File: src/rtl/gate_eval_pipe_pkg.sv
// Shared helpers for the gate evaluation pipeline: the two gate equations,
// a popcount over a bounded vector, and the tally ceiling.
package gate_eval_pkg;

    // Widest vector popcount() accepts; callers zero-extend into it.
    localparam int unsigned POP_MAX_W = 256;

    // Widest tally that cnt_max() can describe exactly.
    localparam int unsigned CNT_MAX_LIMIT_W = 64;

    // x output equation, one bit lane.
    function automatic logic gate_x(input logic a, input logic b, input logic c);
        return ~c ^ (a | b);
    endfunction

    // y output equation, one bit lane; reduces to a & b.
    function automatic logic gate_y(input logic a, input logic b);
        return (a | b) & (~(a & b) ^ (a | b));
    endfunction

    // Number of set bits; unused upper bits must be zero.
    function automatic int unsigned popcount(input logic [POP_MAX_W-1:0] v);
        int unsigned n;
        n = 0;
        for (int i = 0; i < POP_MAX_W; i++) begin
            if (v[i]) begin
                n++;
            end
        end
        return n;
    endfunction

    // All-ones value of a w-bit tally (2^w - 1).
    function automatic logic [CNT_MAX_LIMIT_W-1:0] cnt_max(input int unsigned w);
        logic [CNT_MAX_LIMIT_W-1:0] m;
        if (w >= CNT_MAX_LIMIT_W) begin
            m = '1;
        end else begin
            m = (64'd1 << w) - 64'd1;
        end
        return m;
    endfunction

endpackage

File: src/rtl/gate_eval_pipe_if.sv
// Operand/result handshake bundle between source, pipeline and sink.
interface gate_eval_pipe_if #(
    parameter int WIDTH = 8
);
    localparam int XO_W = $clog2(WIDTH + 1);

    logic             in_valid;
    logic             in_ready;
    logic [WIDTH-1:0] a;
    logic [WIDTH-1:0] b;
    logic [WIDTH-1:0] c;
    logic             out_valid;
    logic             out_ready;
    logic [WIDTH-1:0] x;
    logic [WIDTH-1:0] y;
    logic [XO_W-1:0]  x_ones;

    // Source/sink side driving operands and accepting results.
    modport master (
        output in_valid, a, b, c, out_ready,
        input  in_ready, out_valid, x, y, x_ones
    );

    // Pipeline side.
    modport slave (
        input  in_valid, a, b, c, out_ready,
        output in_ready, out_valid, x, y, x_ones
    );

endinterface

File: src/rtl/gate_eval_pipe_reg.sv
// Generic one-entry valid/ready register slice. Loads when empty or when the
// held entry leaves in the same cycle; data only changes on an accepted beat
// so a stalled output stays stable.
module pipe_reg #(
    parameter int DW = 8
) (
    input  logic          clk,
    input  logic          rst,
    input  logic          in_valid_i,
    output logic          in_ready_o,
    input  logic [DW-1:0] in_data_i,
    output logic          out_valid_o,
    input  logic          out_ready_i,
    output logic [DW-1:0] out_data_o
);

    logic          valid_q;
    logic          valid_d;
    logic [DW-1:0] data_q;
    logic [DW-1:0] data_d;

    assign in_ready_o  = !valid_q || out_ready_i;
    assign out_valid_o = valid_q;
    assign out_data_o  = data_q;

    // Next-state: take a new beat whenever the slot is free or draining.
    always_comb begin
        valid_d = valid_q;
        data_d  = data_q;
        if (in_ready_o) begin
            valid_d = in_valid_i;
            if (in_valid_i) begin
                data_d = in_data_i;
            end
        end
    end

    // Slot register with synchronous reset that discards any held beat.
    always_ff @(posedge clk) begin
        if (rst) begin
            valid_q <= 1'b0;
            data_q  <= '0;
        end else begin
            valid_q <= valid_d;
            data_q  <= data_d;
        end
    end

endmodule

File: src/rtl/gate_eval_pipe.sv
// Two-stage bitwise gate evaluator with backpressure and a saturating
// tally of set bits in x over all delivered results.
module gate_eval_pipe
    import gate_eval_pkg::*;
#(
    parameter int WIDTH = 8,
    parameter int CNT_W = 16
) (
    input  logic             clk,
    input  logic             rst,
    gate_eval_pipe_if.slave  bus,
    input  logic             clr_tally,
    output logic [CNT_W-1:0] tally
);

    localparam int XO_W  = $clog2(WIDTH + 1);
    localparam int S1_W  = 3 * WIDTH;
    localparam int S2_W  = 2 * WIDTH + XO_W;
    // Sum is wide enough for both operands plus a carry, so the clamp is exact.
    localparam int SUM_W = ((CNT_W > XO_W) ? CNT_W : XO_W) + 1;
    localparam logic [SUM_W-1:0] CNT_MAX = SUM_W'(cnt_max(CNT_W));

    logic             s1_in_ready;
    logic             s1_valid;
    logic [S1_W-1:0]  s1_in_data;
    logic [S1_W-1:0]  s1_data;
    logic             s2_in_ready;
    logic             s2_valid;
    logic [S2_W-1:0]  s2_in_data;
    logic [S2_W-1:0]  s2_data;

    logic [WIDTH-1:0] or_ab;
    logic [WIDTH-1:0] and_ab;
    logic [WIDTH-1:0] c_s1;
    logic [WIDTH-1:0] x_d;
    logic [WIDTH-1:0] y_d;
    logic [XO_W-1:0]  ones_d;
    logic [POP_MAX_W-1:0] pop_vec;

    logic [XO_W-1:0]  ones_q;
    logic             out_xfer;
    logic [CNT_W-1:0] tally_q;
    logic [CNT_W-1:0] tally_d;
    logic [SUM_W-1:0] tally_base;
    logic [SUM_W-1:0] tally_sum;

    assign s1_in_data = {bus.a | bus.b, bus.a & bus.b, bus.c};

    // in_ready is held low during reset so no beat is taken while flushing.
    assign bus.in_ready = !rst && s1_in_ready;

    pipe_reg #(
        .DW (S1_W)
    ) u_stage1 (
        .clk         (clk),
        .rst         (rst),
        .in_valid_i  (bus.in_valid),
        .in_ready_o  (s1_in_ready),
        .in_data_i   (s1_in_data),
        .out_valid_o (s1_valid),
        .out_ready_i (s2_in_ready),
        .out_data_o  (s1_data)
    );

    assign or_ab  = s1_data[S1_W-1 -: WIDTH];
    assign and_ab = s1_data[2*WIDTH-1 -: WIDTH];
    assign c_s1   = s1_data[WIDTH-1:0];

    // Stage-2 result. The gate functions see the registered terms directly:
    // (or|or) = or, and (or|and) = or with (or&and) = and, so the equations
    // give the same answer as on the raw operands.
    always_comb begin
        x_d     = '0;
        y_d     = '0;
        pop_vec = '0;
        for (int i = 0; i < WIDTH; i++) begin
            x_d[i] = gate_x(or_ab[i], or_ab[i], c_s1[i]);
            y_d[i] = gate_y(or_ab[i], and_ab[i]);
        end
        pop_vec[WIDTH-1:0] = x_d;
        ones_d = XO_W'(popcount(pop_vec));
    end

    assign s2_in_data = {x_d, y_d, ones_d};

    pipe_reg #(
        .DW (S2_W)
    ) u_stage2 (
        .clk         (clk),
        .rst         (rst),
        .in_valid_i  (s1_valid),
        .in_ready_o  (s2_in_ready),
        .in_data_i   (s2_in_data),
        .out_valid_o (s2_valid),
        .out_ready_i (bus.out_ready),
        .out_data_o  (s2_data)
    );

    assign bus.out_valid = s2_valid;
    assign bus.x         = s2_data[S2_W-1 -: WIDTH];
    assign bus.y         = s2_data[WIDTH+XO_W-1 -: WIDTH];
    assign ones_q        = s2_data[XO_W-1:0];
    assign bus.x_ones    = ones_q;

    assign out_xfer = s2_valid && bus.out_ready;

    // Tally next-state: clear takes effect before a same-cycle transfer adds in.
    always_comb begin
        tally_d    = tally_q;
        tally_base = clr_tally ? '0 : SUM_W'(tally_q);
        tally_sum  = tally_base + SUM_W'(ones_q);
        if (out_xfer) begin
            tally_d = (tally_sum > CNT_MAX) ? CNT_MAX[CNT_W-1:0] : tally_sum[CNT_W-1:0];
        end else if (clr_tally) begin
            tally_d = '0;
        end
    end

    // Tally register.
    always_ff @(posedge clk) begin
        if (rst) begin
            tally_q <= '0;
        end else begin
            tally_q <= tally_d;
        end
    end

    assign tally = tally_q;

endmodule

File: src/flat_wrapper.sv
// flat-port wrapper written by rule: the top's interface ports become plain ports
module gate_eval_pipe_flat import gate_eval_pkg::*;
#(
    parameter int WIDTH = 8,
    parameter int CNT_W = 16
)
  (clk, rst, clr_tally, tally, bus_in_valid, bus_a, bus_b, bus_c, bus_out_ready, bus_in_ready, bus_out_valid, bus_x, bus_y, bus_x_ones);
  gate_eval_pipe_if #(.WIDTH(WIDTH)) bus_i ();
  input  logic clk;
  input  logic rst;
  input  logic clr_tally;
  output logic [CNT_W-1:0] tally;
  input wire logic [$bits(bus_i.in_valid)-1:0] bus_in_valid;
  input wire logic [$bits(bus_i.a)-1:0] bus_a;
  input wire logic [$bits(bus_i.b)-1:0] bus_b;
  input wire logic [$bits(bus_i.c)-1:0] bus_c;
  input wire logic [$bits(bus_i.out_ready)-1:0] bus_out_ready;
  output wire logic [$bits(bus_i.in_ready)-1:0] bus_in_ready;
  output wire logic [$bits(bus_i.out_valid)-1:0] bus_out_valid;
  output wire logic [$bits(bus_i.x)-1:0] bus_x;
  output wire logic [$bits(bus_i.y)-1:0] bus_y;
  output wire logic [$bits(bus_i.x_ones)-1:0] bus_x_ones;
  assign bus_i.in_valid = bus_in_valid;
  assign bus_i.a = bus_a;
  assign bus_i.b = bus_b;
  assign bus_i.c = bus_c;
  assign bus_i.out_ready = bus_out_ready;
  assign bus_in_ready = bus_i.in_ready;
  assign bus_out_valid = bus_i.out_valid;
  assign bus_x = bus_i.x;
  assign bus_y = bus_i.y;
  assign bus_x_ones = bus_i.x_ones;
  gate_eval_pipe #(.WIDTH(WIDTH), .CNT_W(CNT_W)) u_core (.clk(clk), .rst(rst), .bus(bus_i), .clr_tally(clr_tally), .tally(tally));
endmodule
File: config.mk
export PLATFORM = sky130hd
export DESIGN_NAME = gate_eval_pipe_flat
export DESIGN_NICKNAME = d
export VERILOG_FILES = /design/src/rtl/gate_eval_pipe_pkg.sv /design/src/rtl/gate_eval_pipe_if.sv /design/src/rtl/gate_eval_pipe_reg.sv /design/src/rtl/gate_eval_pipe.sv /design/src/flat_wrapper.sv
export SDC_FILE = /design/constraint.sdc
export NUM_CORES = 1
export LEC_CHECK = 0
export ABC_AREA = 1
export CAP_MARGIN = 20
export CORE_ASPECT_RATIO = 2
export CORE_MARGIN = 4
export CORE_UTILIZATION = 40
export CTS_CLUSTER_DIAMETER = 120
export DETAILED_ROUTE_END_ITERATION = 8
export PLACE_DENSITY = 0.68
export SLEW_MARGIN = 20
export SYNTH_ARGS = -nofsm -noshare
export SYNTH_HDL_FRONTEND = slang
export SYNTH_HIERARCHICAL = 1
export SYNTH_SLANG_ARGS = --single-unit
File: constraint.sdc
create_clock -name clk -period 6.2 [get_ports clk]
set_input_delay 1.24 -clock clk [delete_from_list [all_inputs] [get_ports clk]]
set_output_delay 1.24 -clock clk [all_outputs]
set_load 0.05 [all_outputs]
==> flow_metrics.py <==
metrics = {
    "run_status": {
        "status": "finished, final reports clean",
    },
    "sta": {
        "slew_violations": 0,
        "fin_tns_setup_ns": 0,
        "relSlewSlack_pct": 55.8,
        "finalCritPeriodShare_pct": 71.7,
        "finalHoldWorstSlack_ns": 0.477,
        "grt_setup_unrepaired": "false",
        "hold_viol_final": 0,
        "fin_skew_ns": 0.00401,
        "worst_pin_slew_ns": 0.663,
        "final-setup-viol-count": 0,
        "max_freq_mhz": 225,
        "period_needed_ns": 4.45,
    },
    "floorplan": {
        "coreArea_sq_um": 9830,
        "die_y_microns": 150,
        "start_util_pct": 41.1,
        "die_x_microns": 79.0,
        "io_pins": 67,
        "fp.dieArea_sq_um": 11900,
        "num_rows": 51,
    },
    "logic_synthesis": {
        "synth_top_area_cell": "dfxtp_1",
        "yosysSeqAreaShare_pct": 30.7,
        "ys_async_sr_fraction_pct": 0,
        "synth_xor_xnor_area_share_pct": 3.44,
        "syn-num-nets": 685,
        "synthTopCellsByCount": "144 x nand2_1, 120 x inv_1, 72 x nor2_1",
        "synth.area.mux_share_pct": 0,
        "syn-cell-area_sq_um": 4040,
        "yosys_warnings": 6,
        "synth_cell_types": 34,
        "synth_area_leaders": "dfxtp_1 31%, nand2_1 13%, inv_1 11%",
        "synth_top_family_by_area": "simple AND/OR/NAND/NOR gates",
        "syn_avg_cell_area_sq_um": 6.26,
        "synth-adder-area-share_pct": 3.59,
        "synth_top_cell_area_share_pct": 30.7,
        "ys.flop_type": "dfxtp_1",
        "synth_compound_area_share_pct": 10.7,
        "yosysMostFrequentCell": "nand2_1",
        "synth-simple-area-share_pct": 35.4,
        "ys_seq_elements": 62,
        "synth_enable_flop_cells": 0,
        "syn_inst": 645,
    },
    "global_routing": {
        "grt_max_degree": 50,
        "grt_usage_pct": 16.3,
        "gr-total-overflow": 0,
        "antenna_found_initial": 0,
        "grt_pass1_vias": 3687,
        "grt_pass1_wl_mm": 15.5,
    },
    "routing": {
        "num_vias": 3969,
        "ant_nets": 0,
        "wl_per_cell_microns": 11.1,
        "via_per_inst": 4.75,
        "drtIter0Drc": 171,
        "drc": 0,
        "wl_mm": 9.26,
        "firstDrtPassIters": 4,
    },
    "power_and_ir_drop": {
        "clkPwrFrac_pct": 34.8,
        "power.leakage_uw": 0.00251,
        "irDropWorstVdd_mv": 0.145,
        "p_comb_share_pct": 32.4,
        "p_int_uw": 899,
        "p_sw_share_pct": 34.0,
        "p_sw_uw": 463,
        "power_density_nw_per_um2": 272,
        "seqPwrFrac_pct": 32.8,
    },
    "clock_network": {
        "cts_setup_buffers": 0,
        "clk_root_buffer_cell": "clkbuf_16",
        "cts_tree": "yes",
        "clk_latency_ns": 0.32,
        "cts-htree-levels": 3,
        "clk_path_buf_depth": 2,
        "cts_sinks": 62,
        "cts.repair.resized": 0,
        "clk_pin_slew_worst_paths_ns": 0.05,
        "hold_buffers": 0,
        "numCtsBuffers": 9,
    },
    "final_layout": {
        "n_antenna_cell": 0,
        "multi_input_area_sq_um": 2140,
        "regArea_sq_um": 1240,
        "area_delta_synth_final_pct": 23.9,
        "drive_gt1_share_pct": 7.68,
        "utilization_pct": 50.9,
        "nNetsFinal": 739,
        "nFillCells": 1044,
    },
    "placement": {
        "routabilityCongestion": 0.862,
        "place_hpwl_mm": 7.06,
        "io_buffers": 66,
    },
    "critical_path": {
        "critPathKind": "in -> out",
        "critPathRequiredTime_ns": 4.96,
        "worstSetupStartpointType": "input port",
        "worstSetupEndpointType": "output pin",
        "cp.arrival_ns": 3.21,
        "crit_fanout": 42,
    },
    "worst_hold_path": {
        "worstHoldPathType": "reg -> reg",
    },
    "run": {
        "drv_cap": 0,
    },
}
-- placed cells by master, fill, tap and decap left out, types with 2 or more instances in the layout --
master	n
a21oi_1	58
a31oi_1	4
buf_4	3
clkbuf_1	2
clkbuf_16	9
clkbuf_8	4
clkdlybuf4s50_1	66
clkinv_1	2
dfxtp_1	62
ha_1	10
inv_1	120
inv_2	5
nand2_1	144
nand2_2	7
nand3_1	68
nand3_2	7
nand4_1	5
nor2_1	72
nor2_2	2
nor3_1	2
o211ai_1	3
o21ai_0	12
o21ai_1	2
or2_1	2
or2_2	10
xnor2_1	4
xor2_1	10
-- power by group through the flow --
stage               clock network (uW)  registers, uW  logic, uW
finish                             474            447        441
floorplan                            0            499        290
CTS                                485            447        441
global route                       503            450        500
detailed placement                   0            455        440
global placement                     0            454        425
-- cells by family after synthesis --
group           after synthesis
compound gates               81
fa+ha+maj                    11
flops                        62
buf+inv                     154
xor+xnor                     15
simple gates                322
-- per-stage QoR --
| step | power, uW | std cells | instance area, sq um | setup slack, ns |
|---|---|---|---|---|
| global placement | 879 | 820 | 4710 | 1.73 |
| CTS | 1370 | 835 | 5000 | 1.73 |
| floorplan | 788 | 645 | 4040 | 2.45 |
| detailed placement | 895 | 820 | 4710 | 1.74 |
| global route | 1450 | 835 | 5000 | 1.58 |
| finish | 1360 | 835 | 5000 | 1.75 |
-- state kept, by name (all words and copies together), names as in the netlist --
register,count
u_core/u_stage2/out_valid_o,1
u_core/u_stage1/out_data_o,24
u_core/tally,16
u_core/u_stage1/out_valid_o,1
u_core/u_stage2/out_data_o,20
-- layout make-up --
class                           instances  area share [%]
Clock buffer                           15            5.75
Inverter                              128            9.63
Multi-Input combinational cell        429            42.8
Sequential cell                        62            24.8
Tap cell                              132            3.30
Timing Repair Buffer                   69            13.7
-- final timing paths --
check	cells past startpoint	start	slack (ns)	end
setup / recovery	8	bus_out_ready	1.75	bus_in_ready
hold reg to reg	2	u_core/u_stage1/out_data_o[10]	0.48	u_core/u_stage1/out_data_o[10]
hold / removal	2	u_core/u_stage1/out_data_o[10]	0.48	u_core/u_stage1/out_data_o[10]
setup reg to reg	25	u_core/u_stage1/out_data_o[16]	2.44	u_core/u_stage2/out_data_o[1]
-- routing by layer --
metal	track usage, %	part of all wire (%)
met1	17.0	39
met5	0	0
met3	3.43	5.3
met2	30.0	53
met4	8.18	2.5
-- critical path: stages --
cell and delay (ns):
clkdlybuf4s50_1 0.49, inv_2 0.05, nand2_4 0.31, inv_1 0.08
nand2_1 0.09, inv_1 0.04, nor2_1 0.08, clkdlybuf4s50_1 0.82
No activity file was read; power rests on OpenSTA's default activity.
